[config.mk]
export PLATFORM = sky130hd
export DESIGN_NAME = mem_arbiter
export DESIGN_NICKNAME = d
export VERILOG_FILES = /design/src/rtl/mem_arbiter.sv
export SDC_FILE = /design/constraint.sdc
export NUM_CORES = 1
export LEC_CHECK = 0
export CAP_MARGIN = 5
export CORE_AREA = 2 2 104 106
export DETAILED_ROUTE_END_ITERATION = 8
export DIE_AREA = 0 0 106 108
export PLACE_DENSITY_LB_ADDON = 0.15
export SYNTH_ARGS = -nofsm -noshare
export SYNTH_HDL_FRONTEND = slang
export SYNTH_SLANG_ARGS = --single-unit
[constraint.sdc]
create_clock -name CLK -period 1.9 [get_ports CLK]
set_input_delay 0.19 -clock CLK [delete_from_list [all_inputs] [get_ports CLK]]
set_output_delay 0.19 -clock CLK [all_outputs]
set_load 0.05 [all_outputs]
[src/rtl/mem_arbiter.sv]
// Arbitrates one shared RAM port between instruction fetch and data access, data first unless fetch is starved.
// Latency: grant one cycle after request seen in IDLE; completion reported combinationally on ramstate ACCESS.
// Backpressure: requesters hold request/address while wait=1; RAM BUSY/FREE holds the beat, ERROR re-arbitrates.
module mem_arbiter #(
    parameter int WORD_W     = 32,
    parameter int STARVE_MAX = 4
) (
    input  logic              CLK,
    input  logic              nRST,
    input  logic              iREN,
    input  logic [WORD_W-1:0] iaddr,
    output logic              iwait,
    output logic [WORD_W-1:0] iload,
    input  logic              dREN,
    input  logic              dWEN,
    input  logic [WORD_W-1:0] daddr,
    input  logic [WORD_W-1:0] dstore,
    output logic              dwait,
    output logic [WORD_W-1:0] dload,
    output logic              ramREN,
    output logic              ramWEN,
    output logic [WORD_W-1:0] ramaddr,
    output logic [WORD_W-1:0] ramstore,
    input  logic [WORD_W-1:0] ramload,
    input  logic [1:0]        ramstate
);

    localparam int CNT_W = $clog2(STARVE_MAX + 1);
    localparam logic [CNT_W-1:0] CNT_MAX = CNT_W'(STARVE_MAX);
    localparam logic [1:0] RAM_ACCESS = 2'd2;
    localparam logic [1:0] RAM_ERROR  = 2'd3;

    typedef enum logic [1:0] {IDLE, ISERV, DSERV} state_t;

    state_t           state;
    logic [CNT_W-1:0] starve_cnt;
    logic             armed;
    logic             dreq;
    logic             done;
    logic             err;

    assign dreq = dREN | dWEN;
    assign done = (ramstate == RAM_ACCESS);
    assign err  = (ramstate == RAM_ERROR);

    // armed holds off arbitration for the first edge after reset release
    always_ff @(posedge CLK or negedge nRST) begin
        if (!nRST) begin
            state      <= IDLE;
            starve_cnt <= '0;
            armed      <= 1'b0;
        end else begin
            armed <= 1'b1;
            case (state)
                IDLE: begin
                    if (!iREN)
                        starve_cnt <= '0;
                    if (armed) begin
                        if (dreq && ((starve_cnt < CNT_MAX) || !iREN))
                            state <= DSERV;
                        else if (iREN)
                            state <= ISERV;
                    end
                end
                ISERV: begin
                    if (!iREN || err) begin
                        state <= IDLE;
                    end else if (done) begin
                        state      <= IDLE;
                        starve_cnt <= '0;
                    end
                end
                DSERV: begin
                    if (!dreq || err) begin
                        state <= IDLE;
                    end else if (done) begin
                        state <= IDLE;
                        if (iREN && (starve_cnt != CNT_MAX))
                            starve_cnt <= starve_cnt + CNT_W'(1);
                    end
                end
                default: state <= IDLE;
            endcase
        end
    end

    // outputs follow state combinationally so completion and abort act in the same cycle
    always_comb begin
        ramREN   = 1'b0;
        ramWEN   = 1'b0;
        ramaddr  = '0;
        ramstore = '0;
        iwait    = 1'b1;
        dwait    = 1'b1;
        iload    = '0;
        dload    = '0;
        case (state)
            ISERV: begin
                if (iREN) begin
                    ramREN  = 1'b1;
                    ramaddr = iaddr;
                    iload   = ramload;
                    iwait   = !done;
                end
            end
            DSERV: begin
                if (dreq) begin
                    ramaddr  = daddr;
                    ramstore = dstore;
                    ramWEN   = dWEN;
                    ramREN   = !dWEN;
                    dload    = dWEN ? '0 : ramload;
                    dwait    = !done;
                end
            end
            default: ;
        endcase
    end

endmodule

* After elaboration in Yosys (flattened, before gate mapping)
Cells that the tools add are included.
** Storage, ports and cells
- Input port bits :: 135
- Logic and storage cells :: 65
- Memory bits (writable) :: 0
- Output and inout port bits :: 132
- Bits in latches :: 0
- Memory bits (read-only) :: 0
- Flip-flop bits (word level) :: 6
- Memories kept :: 0
** Cells by class
- $lt $le $gt $ge :: 1
- Mux-type cells :: 33
- $mul :: 0
- Equality and inequality tests :: 13
- Bitwise operators :: 1
- Shift operators :: 0
- Add/subtract/negate cells :: 1
- Div/mod/pow operators :: 0
- Reductions and logical operators :: 13
** Operators by type and width (count)
- $mux 32 :: 9
- $pmux 32 s2 :: 1
- $mux 3 :: 6
- $ne 2x2->1 const B :: 7
- $mux 2 :: 6
- $pmux 3 s3 :: 1
- $mux 1 :: 8
- $reduce_and 7->1 :: 1
- $eq 2x2->1 const B :: 3
- $ne 3x3->1 const B :: 2
- $pmux 2 s3 :: 1
- $logic_not 1->1 :: 4
- $add 3x1->3 const B :: 1
- $logic_or 1x1->1 :: 3
- $lt 3x3->1 const B :: 1
- $reduce_bool 3->1 :: 1
- $eq 2x1->1 const B :: 1
- $logic_and 1x1->1 :: 2
- $logic_not 2->1 :: 1
- $pmux 1 s2 :: 1
- $reduce_and 2->1 :: 1
- $or 1x1->1 :: 1

* Logic depth before layout (Yosys ltp)
Gate-level depths: netlist (run 1).
- Depth in word-level cells :: 6
- Depth in mapped cells :: 7

* Least setup slack after synthesis (run 1)
OpenSTA, ideal clock, no wires.
- Kind :: reg-to-output
- From :: register state[1]
- To :: output port ramaddr[0]
- Path buffers :: 2
- Data required time :: 1.710 ns
- Stages on the path, launching flop included :: 8
- Slack :: -0.280 ns
- Arrival :: 1.990 ns
- Cell sequence :: dfrtp_1 > inv_1 > ha_1 > and2_1 > buf_2 > buf_2 > a22oi_1 > nor2b_1
** Between the ends
- Cells in the longest elaborated chain, start to end :: 2
** RTL lines
- start: declaration :: line 35 : state_t state;
- start signal: assignment :: line 49 : state <= IDLE;
- start signal: assignment :: line 60 : state <= DSERV;
- start signal: assignment :: line 62 : state <= ISERV;
- $eq 2x2->1 / $eq 2x1->1 (equally long branches) :: line 97 : case (state)
- $pmux 32 s2 * :: line 97
- end: declaration :: line 22 : output logic [WORD_W-1:0] ramaddr,
Mark *: on every way between the ends. The rest lies on a longest branch, timed or not.

* Worst setup path in the final report (run 1)
- From :: register state[0]
- To :: output port ramaddr[5]
Same word-level chain as after synthesis.

==> results of run 1 <==
## per-stage QoR
stage               total power [µW]    util
CTS                             5912  0.6291
global placement                5354  0.5983
floorplan                       3008       -
detailed placement              5412  0.5983
finish                          6016  0.6417
global route                    6283  0.6417
## timing repair
| item | 4_1_cts | 5_1_grt |
|---|---|---|
| pin swaps | 1 | 3 |
| gates resized for setup | 44 | 18 |
| endpoints found under the setup margin | 97 | 67 |
| gates cloned | 2 | 3 |
| buffers inserted | 5 | 1 |
## cells by family after synthesis
logic type               Yosys count  share of synthesized area
AO/OA/AOI/OAI                     50                     0.2430
adder cells (fa/ha/maj)            7                    0.05047
buffers and inverters             30                    0.07642
flip-flops                         6                    0.08652
other                              1                   0.002161
AND/OR/NAND/NOR                  151                     0.5415
## layout make-up
cell class	count	area (µm²)	area share
inverters	4	15.01	0.002287
multi-input cells	209	1892	0.2882
repair buffers	291	4295	0.6543
well taps	136	170.2	0.02592
flip-flops and latches	6	151.4	0.02306
clock buffers	3	41.29	0.006289
## path summary, 6_finish.rpt
check | endpoint | cells after the start
worst max-delay path | ramaddr[5] | 7
min in group CLK | starve_cnt[1]$_DFFE_PN0P_ | 1
worst max register to register | starve_cnt[0]$_DFFE_PN0P_ | 7
worst min-delay path | starve_cnt[2]$_DFFE_PN0P_ | 1
worst min register to register | starve_cnt[1]$_DFFE_PN0P_ | 1
max in group asynchronous | state[1]$_DFFE_PN0P_ | 1
## registers in the layout, indices dropped and copies added, names as in the netlist
register    cells
starve_cnt      3
state           2
armed           1
## power by group through the flow
stage / Combinational [µW] / Clock (µW) / Sequential (µW)
2_1_floorplan: 2800 / 0 / 209
3_3_place_gp: 5120 / 0 / 234
3_5_place_dp: 5170 / 0 / 239
4_1_cts: 5490 / 190 / 233
5_1_grt: 5840 / 202 / 241
6_report: 5600 / 185 / 234
## worst max-delay path, cell delays in order (launching register included)
cell	delay (ps)
dfrtp_1	390
buf_4	150
ha_4	170
and2_4	200
buf_12	170
a22oi_2	200
nor2b_4	70
buf_12	150
## layer usage
metal	vias to the layer above	share of wire	track usage
li1	1387	-	-
met1	1298	0.35	0.1860
met2	174	0.55	0.3585
met3	13	0.086	0.04822
met4	0	0.014	0.03477
met5	-	0	0
## Yosys cell counts (3+ instances only)
library cell / number / share of area
a21o_1: 3 / 0.013
a22oi_1: 33 / 0.14
and2_1: 65 / 0.23
and3_1: 32 / 0.12
buf_2: 6 / 0.017
clkbuf_1: 17 / 0.037
dfrtp_1: 6 / 0.087
ha_1: 7 / 0.050
inv_1: 4 / 0.0086
nand2_1: 5 / 0.011
nand3_1: 4 / 0.012
nor2b_1: 34 / 0.12
o211ai_1: 3 / 0.013
o21a_1: 3 / 0.013
==> results.py, run 1 <==
metrics = {
    "global_route": {
        "grt_pass1_vias": 3044,
        "grtUsageTotal": 0.1788,
        "grt_pass1_wl_mm": 16.39,
        "antenna_found_initial": 0,
        "grt_max_degree": 34,
        "grt_overflow": 0,
    },
    "worst_hold_path": {
        "hold_class": "input pin to asynchronous set/reset pin",
    },
    "placement": {
        "globalplace.congestion": 0.8643,
        "placed_cell_area_mm2": 0.006121,
        "dpl.cell_count": 635,
        "io_buffer_count": 266,
        "place_ws_ps": 44.92,
        "dp_hpwl_mm": 8.915,
    },
    "cells_and_area": {
        "final_area_mm2": 0.006565,
        "fillerInstances": 775,
        "drive_gt1_frac": 0.4971,
        "diodes": 0,
        "layout_commonest_cell": "buf_12",
        "final_cell_count_no_fill": 649,
        "syn_to_final_growth_pct": 278.3,
        "nets": 657,
        "final_cell_mix": "135 x buf_12, 134 x clkdlybuf4s50_1, 47 x and2_1",
    },
    "logic_synthesis": {
        "synth_cell_types": 32,
        "ys_warn_count": 0,
        "synth-seq-area-share": 0.08652,
        "synth_nets": 387,
        "synthFlopType": "dfrtp_1",
        "synthArstFlopShare": 1.000,
        "syn_area_mm2": 0.001735,
        "synth_edf_count": 0,
        "ys_seq_elements": 6,
        "syn_inst": 245,
        "avgSynthCellArea_um2": 7.083,
    },
    "power": {
        "combPwrFrac": 0.930,
        "p_sw_uw": 2855,
        "ir_drop_v": 0.0005389,
        "power.internal_uw": 3161,
        "seq_power_share": 0.039,
        "power_frac_clock": 0.031,
        "switching_share": 0.4746,
        "leakagePower_uw": 0.002642,
        "pwr_density_cell_mw_per_mm2": 916.4,
    },
    "timing": {
        "fin_crit_sh": 1.008,
        "max_slew.worst_pin.slew_ps": 532.9,
        "clock_skew_ps": 1.308,
        "fin_crit_ps": 1915,
        "max_slew_margin": 0.6447,
        "rsz0062_at_grt": "true",
        "finalHoldViolations": 0,
        "tns_ps": -20.17,
        "setup_viol": 4,
        "worst_hold_slack_ps": 204.3,
        "final-max-slew-violation-count": 0,
        "fmax_mhz": 522.3,
        "fin_ws_ps": -14.76,
    },
    "outcome": {
        "violations": "setup timing",
        "outcome": "finished with violations",
    },
    "die": {
        "rows": 37,
        "die-area_mm2": 0.01145,
        "die_x_um": 106,
        "core_mm2": 0.01023,
        "die_h_um": 108,
        "pin_count": 267,
        "start_util": 0.1696,
    },
    "critical_path": {
        "r2r_start": "state[0]$_DFFE_PN0P_",
        "critPathKind": "flip-flop to primary output",
        "cp_max_fo": 13,
        "crit_required_ps": 1710,
        "r2r_slack_ps": 60,
        "cp-end-kind": "primary output",
        "cp_data_arrival_time_ps": 1720,
        "start_kind": "flip-flop",
        "crit_start": "state[0]$_DFFE_PN0P_",
    },
    "drt": {
        "wl_mm": 11.05,
        "drtIter0Drc": 50,
        "vias": 2872,
        "final_antenna_net_count": 0,
        "wl_per_cell_um": 17.02,
        "drc": 0,
        "vias_per_cell": 4.425,
        "first_pass_iters": 4,
    },
    "clock_tree": {
        "cts.sinks": 6,
        "hold_buffers": 0,
        "cts_max_level": 1,
        "clkTransAtPathRegs_ps": 30,
        "numCtsBuffers": 3,
        "root_buffer": "clkbuf_8",
        "cts_tree": "built",
        "clockBufferDepth": 2,
        "clk_latency_ps": 220,
    },
    "run": {
        "maxCapViolations": 0,
    },
}
Note: power is estimated with default switching activity, not from simulation.
==> run 2: changes to the inputs <==
- PLACE_DENSITY_LB_ADDON: 0.15 -> 0.08
- SKIP_CTS_REPAIR_TIMING: not set -> 1
==> run 2 against run 1 <==
The run still ends with setup timing left. Critical path type unchanged. Cell count grew 0.62%. Non-clock buffer count grew 4. Critical path depth shrank 1. Die area is the same. Register-to-register slack gained 60 ps. Routed wire length grew 6.7%.
==> results.py, run 2 (synthesis results as in run 1) <==
metrics = {
    "outcome": {
        "outcome": "finished with violations",
        "violations": "setup timing",
    },
    "placement": {
        "dp_hpwl_mm": 9.371,
        "io_buffer_count": 266,
        "place_ws_ps": 61.26,
        "placed_cell_area_mm2": 0.006128,
        "globalplace.congestion": 0.7777,
    },
    "timing": {
        "clock_skew_ps": 0.2821,
        "setup_viol": 45,
        "finalHoldViolations": 0,
        "rsz0062_at_grt": "true",
        "fin_ws_ps": -84.37,
        "tns_ps": -1214,
        "fin_crit_sh": 1.044,
        "worst_hold_slack_ps": 218.6,
        "max_slew_margin": 0.6618,
        "final-max-slew-violation-count": 0,
        "fin_crit_ps": 1984,
        "max_slew.worst_pin.slew_ps": 507.2,
        "fmax_mhz": 503.9,
    },
    "critical_path": {
        "cp_max_fo": 8,
        "cp-end-kind": "primary output",
        "crit_required_ps": 1710,
        "r2r_slack_ps": 120,
        "r2r-end": "starve_cnt[1]$_DFFE_PN0P_",
        "r2r_start": "state[1]$_DFFE_PN0P_",
        "r2r_cells": 6,
        "start_kind": "flip-flop",
        "critPathKind": "flip-flop to primary output",
        "cp_data_arrival_time_ps": 1790,
    },
    "clock_tree": {
        "clockBufferDepth": 2,
        "clkTransAtPathRegs_ps": 40,
        "cts_max_level": 1,
        "cts_tree": "built",
        "numCtsBuffers": 3,
        "clk_latency_ps": 220,
        "root_buffer": "clkbuf_8",
        "cts.sinks": 6,
    },
    "drt": {
        "vias": 2912,
        "wl_mm": 11.79,
        "drtIter0Drc": 80,
        "final_antenna_net_count": 0,
        "drc": 0,
        "vias_per_cell": 4.459,
        "first_pass_iters": 4,
        "wl_per_cell_um": 18.05,
    },
    "global_route": {
        "grt_pass1_vias": 2831,
        "grtUsageTotal": 0.1714,
        "grt_pass1_wl_mm": 15.50,
        "antenna_found_initial": 0,
        "grt_max_degree": 38,
        "grt_overflow": 0,
    },
    "cells_and_area": {
        "drive_gt1_frac": 0.5300,
        "syn_to_final_growth_pct": 284.9,
        "final_cell_mix": "136 x buf_12, 134 x clkdlybuf4s50_1, 33 x and2_4",
        "largest_reg_flops": 3,
        "multi_input_area_mm2": 0.001933,
        "regArea_um2": 151.4,
        "layout_commonest_cell": "buf_12",
        "final_area_mm2": 0.006679,
        "fillerInstances": 807,
        "diodes": 0,
        "regMostFlops": "starve_cnt",
        "reg_top3": "starve_cnt x3, state x2, armed x1",
        "nets": 661,
    },
    "run": {
        "maxCapViolations": 0,
    },
    "die": {
        "die-area_mm2": 0.01145,
        "die_h_um": 108,
        "die_x_um": 106,
        "start_util": 0.1696,
        "core_mm2": 0.01023,
        "pin_count": 267,
        "rows": 37,
    },
    "power": {
        "fin_total_pwr_uw": 6119,
        "leakagePower_uw": 0.002701,
        "ir_drop_v": 0.0005982,
        "pwr_density_cell_mw_per_mm2": 916.2,
    },
    "worst_hold_path": {
        "hold_class": "input pin to asynchronous set/reset pin",
    },
}
-- run 2: cell types whose count changed in the layout (fill, tap and decap cells not counted), moves of 2 or more --
cell       previous run  this run
and2_1               47        32
and2_4               18        33
buf_16                2         0
buf_6                 1         3
clkbuf_16             2         6
-- run 2: stage by stage --
| step | utilization | cells |
|---|---|---|
| 3_5_place_dp | 0.5990 | 636 |
| 6_report | 0.6528 | 653 |
| 2_1_floorplan | - | 245 |
| 3_3_place_gp | 0.5990 | 636 |
| 4_1_cts | 0.6030 | 639 |
| 5_1_grt | 0.6528 | 653 |
-- run 2: per-layer routing --
layer | part of all wire | global-route usage | up-vias
met3 | 0.090 | 0.05244 | 8
li1 | - | - | 1400
met5 | 0 | 0 | -
met4 | 0.0093 | 0.03383 | 0
met2 | 0.57 | 0.3493 | 169
met1 | 0.34 | 0.1700 | 1335
-- run 2: worst max-delay path by stage --
stage	slack, ps	start	cells past startpoint	endpoint
2_1_floorplan	-40	state[1]$_DFFE_PN0P_	7	ramaddr[0]
3_3_place_gp	80	state[0]$_DFFE_PN0P_	7	ramREN
3_5_place_dp	60	state[0]$_DFFE_PN0P_	6	starve_cnt[0]$_DFFE_PN0P_
4_1_cts	-180	state[0]$_DFFE_PN0P_	7	ramaddr[11]
5_1_grt	-130	state[1]$_DFFE_PN0P_	6	ramREN
6_report	-80	state[1]$_DFFE_PN0P_	6	ramREN
-- run 2: worst max-delay path: stages (launching register included) --
cell       delay, ps
dfrtp_1          420
ha_4             190
buf_6            120
and3b_2          280
clkbuf_16        190
o21a_1           210
buf_12           150
-- run 2: layout make-up --
cell class	count	share of cell area
inverters	4	0.002248
clock buffers	3	0.006182
multi-input cells	209	0.2894
well taps	136	0.02548
flip-flops and latches	6	0.02267
repair buffers	295	0.6540
-- run 2: power by group --
group / switching [µW] / total, µW / internal (µW)
registers: 60.7 / 235 / 174
clock network: 54.9 / 191 / 136
logic: 2780 / 5690 / 2920
